$ cat src/rtl/rv_mdu_if.sv
// Request/response bundle between the core control path and the multiply/divide unit.
interface rv_mdu_if #(
  parameter int DPWIDTH = 32
);
  logic               start;
  logic               flush;
  logic [2:0]         funct3;
  logic [DPWIDTH-1:0] op_a;
  logic [DPWIDTH-1:0] op_b;
  logic               busy;
  logic               done;
  logic [DPWIDTH-1:0] result;

  modport master (
    output start, flush, funct3, op_a, op_b,
    input  busy, done, result
  );

  modport slave (
    input  start, flush, funct3, op_a, op_b,
    output busy, done, result
  );
endinterface

$ cat src/rtl/rv_mdu.sv
// Iterative RV32M multiply/divide unit: one bit per cycle shift-add multiply and
// restoring divide on operand magnitudes, with sign fix-up and the architected
// divide-by-zero / overflow results applied in a final FIX cycle.
module rv_mdu #(
  parameter int DPWIDTH = 32,
  localparam int CNTW = $clog2(DPWIDTH) + 1
) (
  input logic     clk,
  input logic     rst,
  rv_mdu_if.slave bus
);
  localparam logic [DPWIDTH-1:0] MIN = {1'b1, {(DPWIDTH-1){1'b0}}};

  typedef enum logic [1:0] {IDLE, CALC, FIX} state_t;

  state_t               state, state_next;
  logic [CNTW-1:0]      cnt_reg;
  logic [DPWIDTH-1:0]   a_reg, b_reg;       // raw captured operands
  logic [2:0]           f3_reg;
  logic [DPWIDTH-1:0]   addend_reg;         // multiplicand (mul) or divisor (div) magnitude
  logic [DPWIDTH-1:0]   hi_reg, lo_reg;     // product halves, or remainder / quotient
  logic [DPWIDTH-1:0]   result_reg;
  logic                 done_reg;

  logic [DPWIDTH-1:0]   hi_next, lo_next, fix_value;
  logic [DPWIDTH:0]     sum, shifted;
  logic [DPWIDTH-1:0]   diff;
  logic                 in_neg_a, in_neg_b, in_special, launch;
  logic [DPWIDTH-1:0]   in_mag_a, in_mag_b;
  logic                 fix_neg_a, fix_neg_b, div0, ovf;
  logic [2*DPWIDTH-1:0] prod, prod_fix;
  logic [DPWIDTH-1:0]   quo_fix, rem_fix;

  // MULH, MULHSU, DIV, REM treat rs1 as signed.
  function automatic logic a_signed(input logic [2:0] f);
    return (f == 3'b001) || (f == 3'b010) || (f == 3'b100) || (f == 3'b110);
  endfunction

  // MULH, DIV, REM treat rs2 as signed.
  function automatic logic b_signed(input logic [2:0] f);
    return (f == 3'b001) || (f == 3'b100) || (f == 3'b110);
  endfunction

  assign in_neg_a   = a_signed(bus.funct3) & bus.op_a[DPWIDTH-1];
  assign in_neg_b   = b_signed(bus.funct3) & bus.op_b[DPWIDTH-1];
  assign in_mag_a   = in_neg_a ? -bus.op_a : bus.op_a;
  assign in_mag_b   = in_neg_b ? -bus.op_b : bus.op_b;
  assign in_special = bus.funct3[2] &&
                      (bus.op_b == '0 ||
                       (!bus.funct3[0] && bus.op_a == MIN && bus.op_b == '1));
  assign launch     = (state == IDLE) && bus.start && !bus.flush;

  // State register.
  always_ff @(posedge clk or posedge rst) begin
    if (rst) state <= IDLE;
    else     state <= state_next;
  end

  // Next-state decode; flush forces IDLE from anywhere and drops a coincident start.
  always_comb begin
    state_next = state;
    case (state)
      IDLE:    if (bus.start) state_next = in_special ? FIX : CALC;
      CALC:    if (cnt_reg == CNTW'(1)) state_next = FIX;
      FIX:     state_next = IDLE;
      default: state_next = IDLE;
    endcase
    if (bus.flush) state_next = IDLE;
  end

  // One iteration: shift-add step for multiply, restoring step for divide.
  always_comb begin
    sum     = '0;
    shifted = '0;
    diff    = '0;
    hi_next = hi_reg;
    lo_next = lo_reg;
    if (!f3_reg[2]) begin
      sum     = {1'b0, hi_reg} + (lo_reg[0] ? {1'b0, addend_reg} : '0);
      hi_next = sum[DPWIDTH:1];
      lo_next = {sum[0], lo_reg[DPWIDTH-1:1]};
    end else begin
      shifted = {hi_reg, lo_reg[DPWIDTH-1]};
      diff    = shifted[DPWIDTH-1:0] - addend_reg;
      if (shifted >= {1'b0, addend_reg}) begin
        hi_next = diff;
        lo_next = {lo_reg[DPWIDTH-2:0], 1'b1};
      end else begin
        hi_next = shifted[DPWIDTH-1:0];
        lo_next = {lo_reg[DPWIDTH-2:0], 1'b0};
      end
    end
  end

  // Sign correction and output selection, including the architected special results.
  always_comb begin
    fix_neg_a = a_signed(f3_reg) & a_reg[DPWIDTH-1];
    fix_neg_b = b_signed(f3_reg) & b_reg[DPWIDTH-1];
    prod      = {hi_reg, lo_reg};
    prod_fix  = (fix_neg_a ^ fix_neg_b) ? -prod : prod;
    quo_fix   = (fix_neg_a ^ fix_neg_b) ? -lo_reg : lo_reg;
    rem_fix   = fix_neg_a ? -hi_reg : hi_reg;
    div0      = (b_reg == '0);
    ovf       = !f3_reg[0] && (a_reg == MIN) && (b_reg == '1);
    fix_value = '0;
    if (!f3_reg[2])
      fix_value = (f3_reg[1:0] == 2'b00) ? prod_fix[DPWIDTH-1:0] : prod_fix[2*DPWIDTH-1:DPWIDTH];
    else if (div0)
      fix_value = f3_reg[1] ? a_reg : '1;
    else if (ovf)
      fix_value = f3_reg[1] ? '0 : MIN;
    else
      fix_value = f3_reg[1] ? rem_fix : quo_fix;
  end

  // Operand capture, iteration registers, and registered result/done.
  always_ff @(posedge clk or posedge rst) begin
    if (rst) begin
      cnt_reg    <= '0;
      a_reg      <= '0;
      b_reg      <= '0;
      f3_reg     <= '0;
      addend_reg <= '0;
      hi_reg     <= '0;
      lo_reg     <= '0;
      result_reg <= '0;
      done_reg   <= 1'b0;
    end else begin
      done_reg <= (state == FIX) && !bus.flush;
      if (launch) begin
        a_reg      <= bus.op_a;
        b_reg      <= bus.op_b;
        f3_reg     <= bus.funct3;
        cnt_reg    <= in_special ? '0 : CNTW'(DPWIDTH);
        hi_reg     <= '0;
        lo_reg     <= bus.funct3[2] ? in_mag_a : in_mag_b;
        addend_reg <= bus.funct3[2] ? in_mag_b : in_mag_a;
      end else if (state == CALC && !bus.flush) begin
        cnt_reg <= cnt_reg - CNTW'(1);
        hi_reg  <= hi_next;
        lo_reg  <= lo_next;
      end
      if (state == FIX && !bus.flush) result_reg <= fix_value;
    end
  end

  assign bus.busy   = (state != IDLE);
  assign bus.done   = done_reg;
  assign bus.result = result_reg;
endmodule

$ cat src/flat_wrapper.sv
// flat-port wrapper written by rule: the top's interface ports become plain ports
module rv_mdu_flat 
#(
  parameter int DPWIDTH = 32,
  localparam int CNTW = $clog2(DPWIDTH) + 1
)
  (clk, rst, bus_start, bus_flush, bus_funct3, bus_op_a, bus_op_b, bus_busy, bus_done, bus_result);
  rv_mdu_if #(.DPWIDTH(DPWIDTH)) bus_i ();
  input logic clk;
  input logic rst;
  input wire logic [$bits(bus_i.start)-1:0] bus_start;
  input wire logic [$bits(bus_i.flush)-1:0] bus_flush;
  input wire logic [$bits(bus_i.funct3)-1:0] bus_funct3;
  input wire logic [$bits(bus_i.op_a)-1:0] bus_op_a;
  input wire logic [$bits(bus_i.op_b)-1:0] bus_op_b;
  output wire logic [$bits(bus_i.busy)-1:0] bus_busy;
  output wire logic [$bits(bus_i.done)-1:0] bus_done;
  output wire logic [$bits(bus_i.result)-1:0] bus_result;
  assign bus_i.start = bus_start;
  assign bus_i.flush = bus_flush;
  assign bus_i.funct3 = bus_funct3;
  assign bus_i.op_a = bus_op_a;
  assign bus_i.op_b = bus_op_b;
  assign bus_busy = bus_i.busy;
  assign bus_done = bus_i.done;
  assign bus_result = bus_i.result;
  rv_mdu #(.DPWIDTH(DPWIDTH)) u_core (.clk(clk), .rst(rst), .bus(bus_i));
endmodule
$ cat config.mk
export PLATFORM = sky130hd
export DESIGN_NAME = rv_mdu_flat
export DESIGN_NICKNAME = d
export VERILOG_FILES = /design/src/rtl/rv_mdu_if.sv /design/src/rtl/rv_mdu.sv /design/src/flat_wrapper.sv
export SDC_FILE = /design/constraint.sdc
export NUM_CORES = 1
export LEC_CHECK = 0
export ABC_AREA = 1
export CORE_MARGIN = 2
export CORE_UTILIZATION = 50
export CTS_CLUSTER_DIAMETER = 80
export DETAILED_ROUTE_END_ITERATION = 12
export PLACE_DENSITY = 0.67
export REMOVE_ABC_BUFFERS = 1
export SYNTH_ARGS = -nofsm -noshare
export SYNTH_HDL_FRONTEND = slang
export SYNTH_SLANG_ARGS = --single-unit
$ cat constraint.sdc
create_clock -name clk -period 10.9 [get_ports clk]
set_input_delay 1.635 -clock clk [delete_from_list [all_inputs] [get_ports clk]]
set_output_delay 1.635 -clock clk [all_outputs]
set_load 0.01 [all_outputs]
==> impl_results.md <==
* Global-route wire length before repair at 143000 um
* Die footprint at 43300 um2
* # Max-Cap Violations at 0
* Initial Util at 50.9%
* Crit path time final at 4.57 ns
* Int Power at 2.89 mW
* Ranking of synthesized cells by area: dfrtp_1, nand2_1, nand3_1
* Post-synthesis cell type count at 47
* Cells after Synth at 3621
* Bufs on Longest Clock Path at 3
* Total gr overflow at 0
* Post-synth ARST share at 100%
* Clock slew at reported path FFs at 0.06 ns
* Area leader, netlist: dfrtp_1
* Top delay family on crit path: buffers and inverters
* TritonCTS buffer count at 27
* Fin Setup TNS at 0 ns
* Synthesized cell area at 20800 um2
* H-tree depth at 1
* Status: completed
* Yosys warns at 0
* Top-count cell post-synth: nand2_1
* Die width at 208 um
* Initial antenna violation count at 1
* Routed wire length per instance at 22.6 um
* Final slew viol count at 0
* Post-synth top area share at 24.5%
* Worst setup SP type: input pin
* Combinational fraction of design power at 61.6%
* Final period util at 42.0%
* Nets at 3788
* Post-CTS sizing at 0
* Setup Skew at 0.0168 ns
* CP endpoint kind: flip-flop
* Number of synthesized flops with an enable pin at 0
* Area Growth Syn to Fin at 11.0%
* Critical Path AT at 5.01 ns
* Yosys reg bits at 204
* Filler instances at 4217
* Worst Setup Path Type: in -> reg
* Final setup violation count at 0
* Register area at 5110 um2
* DRT Wirelength at 94900 um
* I/O pins at 105
* Lkg Pwr at 11.9 nW
* # DRC at 0
* Largest stage delay on the critical path at 0.48 ns
* Fin cells at 4197
* Synth Flop Type: dfrtp_1
* Max_slew headroom at 19.4%
* CTS tree: built
* Post-CTS Setup Bufs at 0
* Avg Cell Area, Syn at 5.75 um2
* Clock latency on the worst-skew pair at 0.59 ns
* Ant diodes at 0
* Inst Count DP at 4147
* Via count at 25200
* Core ar. at 40900 um2
* HPWL after DPL at 73600 um
* Gp weighted congestion at 1.06
* Crit-path slowest cell: nand3_4
* PD cells at 289 nW/um2
* Endpoints failing hold at 0
* Crit-path cells: clkdlybuf4s50_1 > nor2_1 > nand3_4 > inv_1 > buf_4 > nor2_4 > buf_4 > inv_2 > o21ai_0 > a221oi_1 > a22oi_1
* Switch Pwr at 3.79 mW
* Vias in the first global route at 23500
* Die Y at 208 um
* Worst slew pin tran at 1.21 ns
* Root buffer cell: clkbuf_16
* Clock power frac at 15.0%
* Sw frac at 56.8%
* DR pass1 iterations at 6
* Commonest cells in the netlist: nand2_1, inv_1, nor2_1
* GR Util All Layers at 42.9%
* IR Drop Worst-Case VDD at 176 uV
* Hold/Removal Path Class: reg -> reg
* Num rows at 74
* Total clock sinks at 204
* Fmax at 0.219 GHz
* Multi-input logic area at 13400 um2
* Crit-path max FO at 65
* Crit-path most repeated cell: buf_4
* CP Data Required Time at 11.34 ns
* Via-to-Cell Ratio at 6.01
* RSZ-0062 raised after global routing: false
* Largest net degree at the start of global routing at 120
* PortBufs at 104
* Worst Path Buf+Inv at 5
* Sequential Power Share at 23.4%
* Hold Slack at 0.477 ns
* Sequential share of the synthesized area at 24.5%
* DRT iter0 DRCs at 3925
* Layout cells sized above 1 at 2.86%
* Post-cts hold buffer count at 0
* Post-route ant nets at 0
==> per-layer routing <==
metal / share of wire (%) / vias up / global-route usage (%)
li1: - / 11600 / -
met1: 38 / 11500 / 55.2
met2: 41 / 1668 / 63.9
met3: 13 / 373 / 13.3
met4: 7.1 / 2 / 23.8
met5: 0.014 / - / 0
==> worst reg2reg max path: cells and delay by family, from the launching register on <==
kind	cells	cell delay, ns
flops	1	0.37
compound gates	1	0.17
buf+inv	2	1.27
simple gates	11	1.98
==> per-stage QoR <==
step / area (um2) / total power, mW / util [%] / setup WS (ns)
6_report: 23100 / 6.68 / 56.5 / 6.33
3_3_place_gp: 22100 / 5.41 / 54.0 / 5.97
3_5_place_dp: 22100 / 5.46 / 54.0 / 5.83
2_1_floorplan: 20200 / 3.94 / - / 3.56
5_1_grt: 23100 / 7.10 / 56.5 / 6.09
4_1_cts: 23100 / 6.48 / 56.5 / 6.43
==> power by group through the flow <==
stage                     combinational [mW]  sequential, mW  clock (mW)
after floorplan                         2.62            1.33           0
after global placement                  3.89            1.52           0
after detailed placement                3.94            1.52           0
after CTS                               3.97            1.51        1.00
after global routing                    4.51            1.56        1.03
final                                   4.11            1.56        1.00
==> final cells by class <==
type | count | area share, %
clock inverter | 19 | 1.17
sequential | 204 | 22.1
tap | 532 | 2.88
timing repair buffer | 124 | 5.16
inverter | 467 | 7.62
multi-input combinational | 2820 | 58.0
clock buffer | 31 | 3.12
==> final timing paths <==
kind	from	slack [ns]	endpoint	cells past startpoint
worst max-delay path	bus_flush	6.33	u_core.lo_reg[0]$_DFFE_PP0P_	11
worst min-delay path	u_core.bus.result[28]$_DFFE_PP0P_	0.48	u_core.bus.result[28]$_DFFE_PP0P_	2
worst max register to register	u_core.f3_reg[2]$_DFFE_PP0P_	7.00	u_core.bus.result[1]$_DFFE_PP0P_	14
worst min register to register	u_core.bus.result[28]$_DFFE_PP0P_	0.48	u_core.bus.result[28]$_DFFE_PP0P_	2
max in group asynchronous	rst	7.48	u_core.f3_reg[2]$_DFFE_PP0P_	3
min in group asynchronous	rst	1.64	u_core.b_reg[26]$_DFFE_PP0P_	2
==> cell families after synthesis <==
kind of cell / share of synthesized area [%]
xor gates and xnor gates: 3.91
adders and majority gates: 4.46
buffers and inverters: 11.3
DFF: 24.5
and+or+nand+nor: 43.5
AOI/OAI and AO/OA: 12.3
==> cell usage in the layout, fill, tap and decap left out, drive strengths merged, types with 4 or more instances in the layout <==
cell type	instances
nand2	1241
inv	471
nor2	457
nand3	391
o21ai	221
dfrtp	204
a21oi	127
clkdlybuf4s50	104
xor2	90
ha	71
nand4	46
nor3	37
o211ai	31
a221oi	31
clkbuf	31
buf	20
nor4	11
a22oi	10
or2	9
clkinv	7
nand3b	6
a21o	5
o21a	5
bufinv	5
o21bai	4
a31oi	4
o221ai	4
(Power assumes the default switching activity.)
